**src/rtl/dcache_wt.sv**
```systemverilog
// Direct-mapped write-through, no-write-allocate data cache in front of a req/ack backing memory.
// Latency: load hit returns the next cycle; miss/store returns two cycles after the ack cycle.
// Backpressure: stall holds the pipeline from the miss/store cycle through the ack cycle.
module dcache_wt #(
  parameter int ADDR_BITS  = 10,
  parameter int INDEX_BITS = 4,
  parameter int CNT_BITS   = 16
) (
  input  logic                 clk,
  input  logic                 rst_n,
  input  logic                 req_valid,
  input  logic                 req_write,
  input  logic [63:0]          req_addr,
  input  logic [63:0]          req_wdata,
  output logic [63:0]          rd_data,
  output logic                 stall,
  output logic                 mem_req,
  output logic                 mem_we,
  output logic [ADDR_BITS-1:0] mem_addr,
  output logic [63:0]          mem_wdata,
  input  logic                 mem_ack,
  input  logic [63:0]          mem_rdata,
  output logic [CNT_BITS-1:0]  hit_cnt,
  output logic [CNT_BITS-1:0]  miss_cnt
);
  localparam int WORD_BITS = ADDR_BITS - 3;
  localparam int TAG_BITS  = WORD_BITS - INDEX_BITS;
  localparam int LINES     = 1 << INDEX_BITS;

  typedef enum logic [1:0] {IDLE, FILL, WTHRU, RESP} state_t;
  state_t state_q, state_d;

  logic [WORD_BITS-1:0]  word;
  logic [INDEX_BITS-1:0] idx;
  logic [TAG_BITS-1:0]   tag;
  logic [63:0]           data_q [LINES];
  logic [TAG_BITS-1:0]   tag_q  [LINES];
  logic [LINES-1:0]      valid_q;
  logic                  hit;
  logic                  ack;
  logic                  ld_hit;
  logic                  ld_miss;
  logic                  unused_addr_bits;

  // Byte-offset and out-of-range address bits carry no meaning here.
  assign unused_addr_bits = ^{req_addr[63:ADDR_BITS], req_addr[2:0]};

  assign word = req_addr[ADDR_BITS-1:3];
  assign idx  = word[INDEX_BITS-1:0];
  assign tag  = word[WORD_BITS-1:INDEX_BITS];
  assign hit  = valid_q[idx] && (tag_q[idx] == tag);
  // An ack only counts while a request is actually outstanding.
  assign ack  = mem_req && mem_ack;

  assign ld_hit  = (state_q == IDLE) && req_valid && !req_write && hit;
  assign ld_miss = (state_q == IDLE) && req_valid && !req_write && !hit;

  // State register.
  always_ff @(posedge clk or negedge rst_n) begin
    if (!rst_n) state_q <= IDLE;
    else        state_q <= state_d;
  end

  // Next-state: misses fill, stores write through, both finish via RESP.
  always_comb begin
    state_d = state_q;
    case (state_q)
      IDLE:        if (req_valid && (req_write || !hit)) state_d = req_write ? WTHRU : FILL;
      FILL, WTHRU: if (ack) state_d = RESP;
      RESP:        state_d = IDLE;
      default:     state_d = IDLE;
    endcase
  end

  // Pipeline stall: raised combinationally the moment a miss or store is seen.
  always_comb begin
    stall = 1'b0;
    case (state_q)
      IDLE:        stall = req_valid && (req_write || !hit);
      FILL, WTHRU: stall = 1'b1;
      default:     stall = 1'b0;
    endcase
  end

  // Backing-memory request is launched on leaving IDLE and held until the ack edge.
  always_ff @(posedge clk or negedge rst_n) begin
    if (!rst_n) begin
      mem_req   <= 1'b0;
      mem_we    <= 1'b0;
      mem_addr  <= '0;
      mem_wdata <= '0;
    end else if ((state_q == IDLE) && (state_d != IDLE)) begin
      mem_req   <= 1'b1;
      mem_we    <= req_write;
      mem_addr  <= {word, 3'b000};
      mem_wdata <= req_wdata;
    end else if (ack) begin
      mem_req   <= 1'b0;
    end
  end

  // Load result: hits update immediately, misses and stores update in RESP.
  always_ff @(posedge clk or negedge rst_n) begin
    if (!rst_n)                rd_data <= '0;
    else if (ld_hit)           rd_data <= data_q[idx];
    else if (state_q == RESP)  rd_data <= req_write ? req_wdata : data_q[idx];
  end

  // Valid bits: only a completed fill validates a line.
  always_ff @(posedge clk or negedge rst_n) begin
    if (!rst_n)                          valid_q      <= '0;
    else if ((state_q == FILL) && ack)   valid_q[idx] <= 1'b1;
  end

  // Line data and tags: fills replace the line, store hits patch it, store misses leave it.
  always_ff @(posedge clk) begin
    if ((state_q == FILL) && ack) begin
      data_q[idx] <= mem_rdata;
      tag_q[idx]  <= tag;
    end else if ((state_q == WTHRU) && ack && hit) begin
      data_q[idx] <= req_wdata;
    end
  end

  // Saturating load hit/miss counters.
  always_ff @(posedge clk or negedge rst_n) begin
    if (!rst_n) begin
      hit_cnt  <= '0;
      miss_cnt <= '0;
    end else begin
      if (ld_hit && (hit_cnt != '1))   hit_cnt  <= hit_cnt + CNT_BITS'(1);
      if (ld_miss && (miss_cnt != '1)) miss_cnt <= miss_cnt + CNT_BITS'(1);
    end
  end

endmodule

```
**config.mk**
```make
export PLATFORM = sky130hd
export DESIGN_NAME = dcache_wt
export DESIGN_NICKNAME = d
export VERILOG_FILES = /design/src/rtl/dcache_wt.sv
export SDC_FILE = /design/constraint.sdc
export NUM_CORES = 1
export LEC_CHECK = 0
export ABC_AREA = 1
export BUFFER_PORTS_ARGS = -buffer_cell sky130_fd_sc_hd__buf_4
export CORE_MARGIN = 5
export CORE_UTILIZATION = 24
export CTS_BUF_LIST = sky130_fd_sc_hd__clkbuf_16
export CTS_CLUSTER_DIAMETER = 60
export DETAILED_ROUTE_END_ITERATION = 8
export PLACE_DENSITY = 0.44
export RECOVER_POWER = 25
export REMOVE_ABC_BUFFERS = 1
export SLEW_MARGIN = 20
export SYNTH_ARGS = -nofsm -noshare
export SYNTH_HDL_FRONTEND = slang
export SYNTH_SLANG_ARGS = --single-unit
export TNS_END_PERCENT = 30
```
**constraint.sdc**
```tcl
create_clock -name clk -period 7.9 [get_ports clk]
set_input_delay 1.58 -clock clk [delete_from_list [all_inputs] [get_ports clk]]
set_output_delay 1.58 -clock clk [all_outputs]
set_load 0.02 [all_outputs]
```
# [Yosys cells after proc, flatten, opt, wreduce, memory -nomap -nowiden]
# Memory sizes are Yosys's and may differ from the RTL's.
# Index checks and enable logic that the tools add are counted.
[word_totals] ram_bits=1072 n_memories=2 elab_cells=65 regBits=187 out_inout_bits=173
[classes] n_mux=20 order_cmp=2 n_reduce_logical=22 add_sub_neg=2 eq_ne=6 bitwise=2
[mem_list] memory="data_q" depth=16 word_bits=64 rd=1 rd_clocked_by_memory_dff=0 wr=1 line_no="36" text="logic [63:0] data_q [LINES];"
[mem_list] memory="tag_q" depth=16 word_bits=3 rd=1 rd_clocked_by_memory_dff=0 wr=1 line_no="37" text="logic [TAG_BITS-1:0] tag_q [LINES];"
[op_table] cell="$mux W64" count=4
[op_table] cell="$add A16 B1 Y16 const B" count=2
[op_table] cell="$ne A16 B16 Y1 const B" count=2
[op_table] cell="$or A16 B16 Y16" count=1
[op_table] cell="$logic_and A1 B1 Y1" count=14
[op_table] cell="$mux W1" count=9
[op_table] cell="$mux W2" count=3
[op_table] cell="$pmux W2 S3" count=1
[op_table] cell="$reduce_bool A2 Y1" count=3
[op_table] cell="$lt A4 B5 Y1 const B" count=1
[op_table] cell="$bmux W1 S4" count=1
[op_table] cell="$demux W1 S4" count=1
[op_table] cell="$eq A2 B2 Y1 const B" count=2
[op_table] cell="$ge A4 B1 Y1 const B" count=1
[op_table] cell="$eq A3 B3 Y1" count=1
[op_table] cell="$eq A2 B1 Y1 const B" count=1
[op_table] cell="$logic_not A1 Y1" count=2
[op_table] cell="$logic_not A2 Y1" count=1
[op_table] cell="$pmux W1 S2" count=1
[op_table] cell="$reduce_or A2 Y1" count=1
[op_table] cell="$logic_or A1 B1 Y1" count=1
[op_table] cell="$or A1 B1 Y1" count=1

# [Longest topological paths before layout]
[logic_depth] ltp_word=11 depth_mapped=22 ltp_nobuf=20

# [Least setup slack after synthesis]
# Ideal clock, no wire load.
[synth_path] kind="input port to flip-flop" from="in req_addr[3]" to="mem data_q[10][0] (enable)" setup_time_ns=0.487 arrival_time_ns=5.812 stages=16 path_slack_ns=1.602 path_cell_list="buf_4 -> buf_4 -> nand2_2 -> o21ai_1 -> o21ai_0 -> nand2_1 -> nor2_1 -> nand2_1 -> nor2_1 -> nand2_1 -> inv_2 -> nand3_1 -> nand2_1 -> inv_1 -> clkbuf_1 -> nor2_1"
[synth_between] elab_chain_len=8
[synth_lines] item="start: declaration" line_no="13" text="input logic [63:0] req_addr,"
[synth_lines] item="$mem_v2 Z16 W3 / $bmux W1 S4 (equally long branches)"
[synth_lines] item="$eq A3 B3 Y1 / $mux W1 (equally long branches)" line_no="51" text="assign hit = valid_q[idx] && (tag_q[idx] == tag);"
[synth_lines] item="$logic_and A1 B1 Y1" line_no="51"
[synth_lines] item="$logic_and A1 B1 Y1" line_no="120" text="end else if ((state_q == WTHRU) && ack && hit) begin"
[synth_lines] item="$mux W1" line_no="120"
[synth_lines] item="$mux W1" line_no="117" text="if ((state_q == FILL) && ack) begin"
[synth_lines] item="$mux W1 (not written as such)" line_no="121" text="data_q[idx] <= req_wdata;"
[synth_lines] item="$or A1 B1 Y1 (no line)"
[synth_lines] item="end: declaration" line_no="36"
# Parallel ways exist; a longest one is shown, timed or not. The select of a mux whose other input is x is not followed.

# [Worst setup path after layout]
[layout_path] from="in req_addr[6]" to="mem data_q[10][12] (enable)"
# The elaborated chain is that of the path after synthesis.

==> results.toml <==
[worst_setup_path]
cp.required_ps = 8330
critPathCaptureType = "flip-flop"
rr_endpoint = "data_q[1][12]"
startpoint_type = "primary input"
cpMostUsedCell = "clkbuf_1"
path_depth = 7
path_cells = "clkbuf_1 > nand2_2 > inv_1 > clkbuf_1 > nand2_1 > nor2_4 > buf_12"
r2r_slack_ps = 3540
slowest_stage = "clkbuf_1"
crit_type = "primary input to flip-flop"
path_max_fanout = 39
critPathArrivalTime_ps = 6990
cp_top_family = "buffers and inverters"
max_stage_delay_ps = 2530
reg2reg_depth = 8
rr_startpoint = "state_q[1]"
worstPathBufferInverterCount = 4

[drt]
drt-total-wl_um = 147000
drcViolationCount = 0
first_pass_iters = 7
vias = 29600
via_per_inst = 4.60
wl_per_cell_um = 22.9
antenna_left = 0
drt_iter0_drc = 2020

[floorplanning]
die_x_um = 459
row_count = 164
dieArea_sq_um = 211000
die_h_um = 459
io_pins = 370
initial_core_util = 0.242
core_sq_um = 200000

[timing]
setup_slack_ps = 1350
worstMarginPinSlew_ps = 3840
fin_crit_sh = 0.830
grt_setup_unrepaired = "no"
tns_ps = 0
clock_skew_ps = 40.2
max_freq_mhz = 153
hold_viol_final = 0
relSlewSlack = -1.56
slew_violations = 466
post-route-min-period_ps = 6550
finalSetupViolCount = 0

[yosys]
synth_compound_area_frac = 0.118
synth_top_family_by_area = "compound AO/OA/AOI/OAI gates"
syn_inst = 3340
avgSynthCellArea_sq_um = 14.5
synth.area.mux_share = 0.0149
synth-edff-count = 1072
synth-xor-area-share = 0.00525
syn-cell-area_sq_um = 48400
synth-simple-area-share = 0.0756
synth-async-reset-ratio = 0.149
yosysWarnings = 0
yosys.cell_types.count = 43
ys_seq_elements = 1259
yosysSeqAreaShare = 0.762
synthAdderAreaFrac = 0.00181
synth-main-ff-cell = "edfxtp_1"

[global_routing]
grt_pass1_vias = 30400
antenna_found_initial = 10
gr-total-overflow = 0
grt_pass1_wl_um = 213000
grt_max_degree = 156
gr-usage-all-layers = 0.136

[pwr]
p_per_area_nw_per_um2 = 298
power_frac_comb = 0.149
p_leak_nw = 20.0
power.total_w = 0.0173
netSwitchingPower_w = 0.00500
intPower_w = 0.0123
sw_frac_of_total = 0.289
irDropWorstVdd_v = 0.000218
clockPowerShare = 0.395
seq_power_share = 0.457

[clocking]
cts.sinks = 1259
numCtsBuffers = 153
cts_setup_buffers = 0
clk_pin_slew_ps = 60
clkLatencyLatePin_ps = 770
cts_tree = "built"
cts_resized = 0
postCtsHoldBufs = 0
clk_path_buf_depth = 3
htreeDepth = 4
clock-root-buffer = "clkbuf_16"

[placed_design]
place_ws_ps = 1470
dp_hpwl_um = 79000
port_buffers = 309
dp_cells = 6155
place.gp.congestion = 0.719

[worst_hold_path]
hp-start = "valid_q[0]"
hold_depth = 2
hold_path_end = "valid_q[0]"
hold_path_class = "flip-flop to flip-flop"

[job]
drv_cap = 9

[final_layout]
fin_util = 0.291
syn2layout_area_growth_pct = 20.3
stdcell_count = 6432
drive_gt1_frac = 0.116
layout.nets = 3858

[status]
outcome = "complete, but fails checks"
violations = "max-capacitance violations, max-slew violations"
-- state kept, by name, indices dropped and copies added (netlist names) --
register,flops
mem_wdata,64
miss_cnt,16
valid_q,16
state_q,2
mem_we,1
data_q,1024
mem_req,1
rd_data,64
tag_q,48
hit_cnt,16
mem_addr,7
-- area by class of cell --
cell class	instances	area, sq um
diodes	3	7.51
clock buffers	156	3900
clock inverters	118	1010
fillers	20500	142000
inverters	48	198
multi-input cells	1824	10600
flip-flops and latches	1259	36900
well taps	2656	3320
repair buffers	368	2360
-- power groups by stage --
stage | Clock [W] | Sequential, W | Combinational (W)
after floorplan | 0 | 0.00846 | 0.00108
after global placement | 0 | 0.00805 | 0.00293
after detailed placement | 0 | 0.00806 | 0.00295
after CTS | 0.00704 | 0.00793 | 0.00295
after global routing | 0.00732 | 0.00796 | 0.00284
final | 0.00684 | 0.00791 | 0.00257
-- per-layer routing --
metal	track usage	share of wire	routed length, um
met5	0	0.000054	8
met4	0.0292	0.016	2290
met3	0.0264	0.051	7500
met2	0.229	0.48	71100
met1	0.183	0.45	66600
-- per-stage QoR --
stage               hold slack (ps)  area [sq um]
global placement                440         54100
global route                    485         58200
detailed placement              445         54100
finish                          463         58200
CTS                             457         59000
floorplan                       427         47500
-- cells by family after synthesis --
group / after synthesis
adders and majority gates: 7
muxes: 64
DFF: 1259
xor gates and xnor gates: 29
and+or+nand+nor: 899
AOI/OAI and AO/OA: 822
buffers and inverters: 259
other: 1
-- cell usage after synthesis (2+ instances only) --
master / number / area share
edfxtp_1: 1072 / 0.67
nand2_1: 655 / 0.051
a22oi_1: 512 / 0.079
dfrtp_1: 187 / 0.097
clkbuf_1: 163 / 0.013
a21oi_1: 95 / 0.0098
nand3_1: 89 / 0.0092
nor2_1: 89 / 0.0069
o21ai_0: 66 / 0.0068
mux2_1: 60 / 0.014
a21boi_0: 54 / 0.0084
nand4_1: 38 / 0.0049
inv_1: 37 / 0.0029
a31oi_1: 30 / 0.0039
o21ai_1: 29 / 0.0030
o41ai_1: 27 / 0.0049
xor2_1: 21 / 0.0038
buf_2: 15 / 0.0016
buf_1: 13 / 0.0010
buf_6: 13 / 0.0030
inv_2: 11 / 0.00085
or2_2: 8 / 0.0010
xnor2_1: 8 / 0.0014
buf_4: 7 / 0.0011
ha_1: 7 / 0.0018
nor3_1: 7 / 0.00072
mux2_2: 4 / 0.00093
nor4_1: 4 / 0.00052
a22o_1: 2 / 0.00036
nand2_2: 2 / 0.00026
o21bai_1: 2 / 0.00031
o31ai_1: 2 / 0.00031
-- tightest hold or removal path, cell delays in order (launching register included) --
cell and delay [ps]:
dfrtp_1 320, inv_1 40, o21ai_0 60
-- layout by cell type, fill, tap and decap left out, drive strengths merged, types with 30 or more instances in the layout --
| master | count |
|---|---|
| a31oi | 30 |
| a22oi | 512 |
| mux2 | 64 |
| clkinv | 48 |
| nand2 | 658 |
| buf | 184 |
| inv | 101 |
| dfrtp | 187 |
| a21oi | 96 |
| a21boi | 54 |
| edfxtp | 1072 |
| nand4 | 38 |
| clkbuf | 340 |
| o21ai | 95 |
| nor2 | 91 |
| nand3 | 90 |
-- worst max-delay path by stage --
stage	start	endpoint	slack [ps]
2_1_floorplan	req_addr[4]	data_q[0][0]	-5720
3_3_place_gp	req_addr[3]	mem_req	1510
3_5_place_dp	req_addr[3]	mem_req	1470
4_1_cts	req_addr[3]	stall	2220
5_1_grt	req_addr[4]	rd_data[45]	1040
6_report	req_addr[6]	data_q[10][12]	1350
Power figures use the tool's default switching activity.
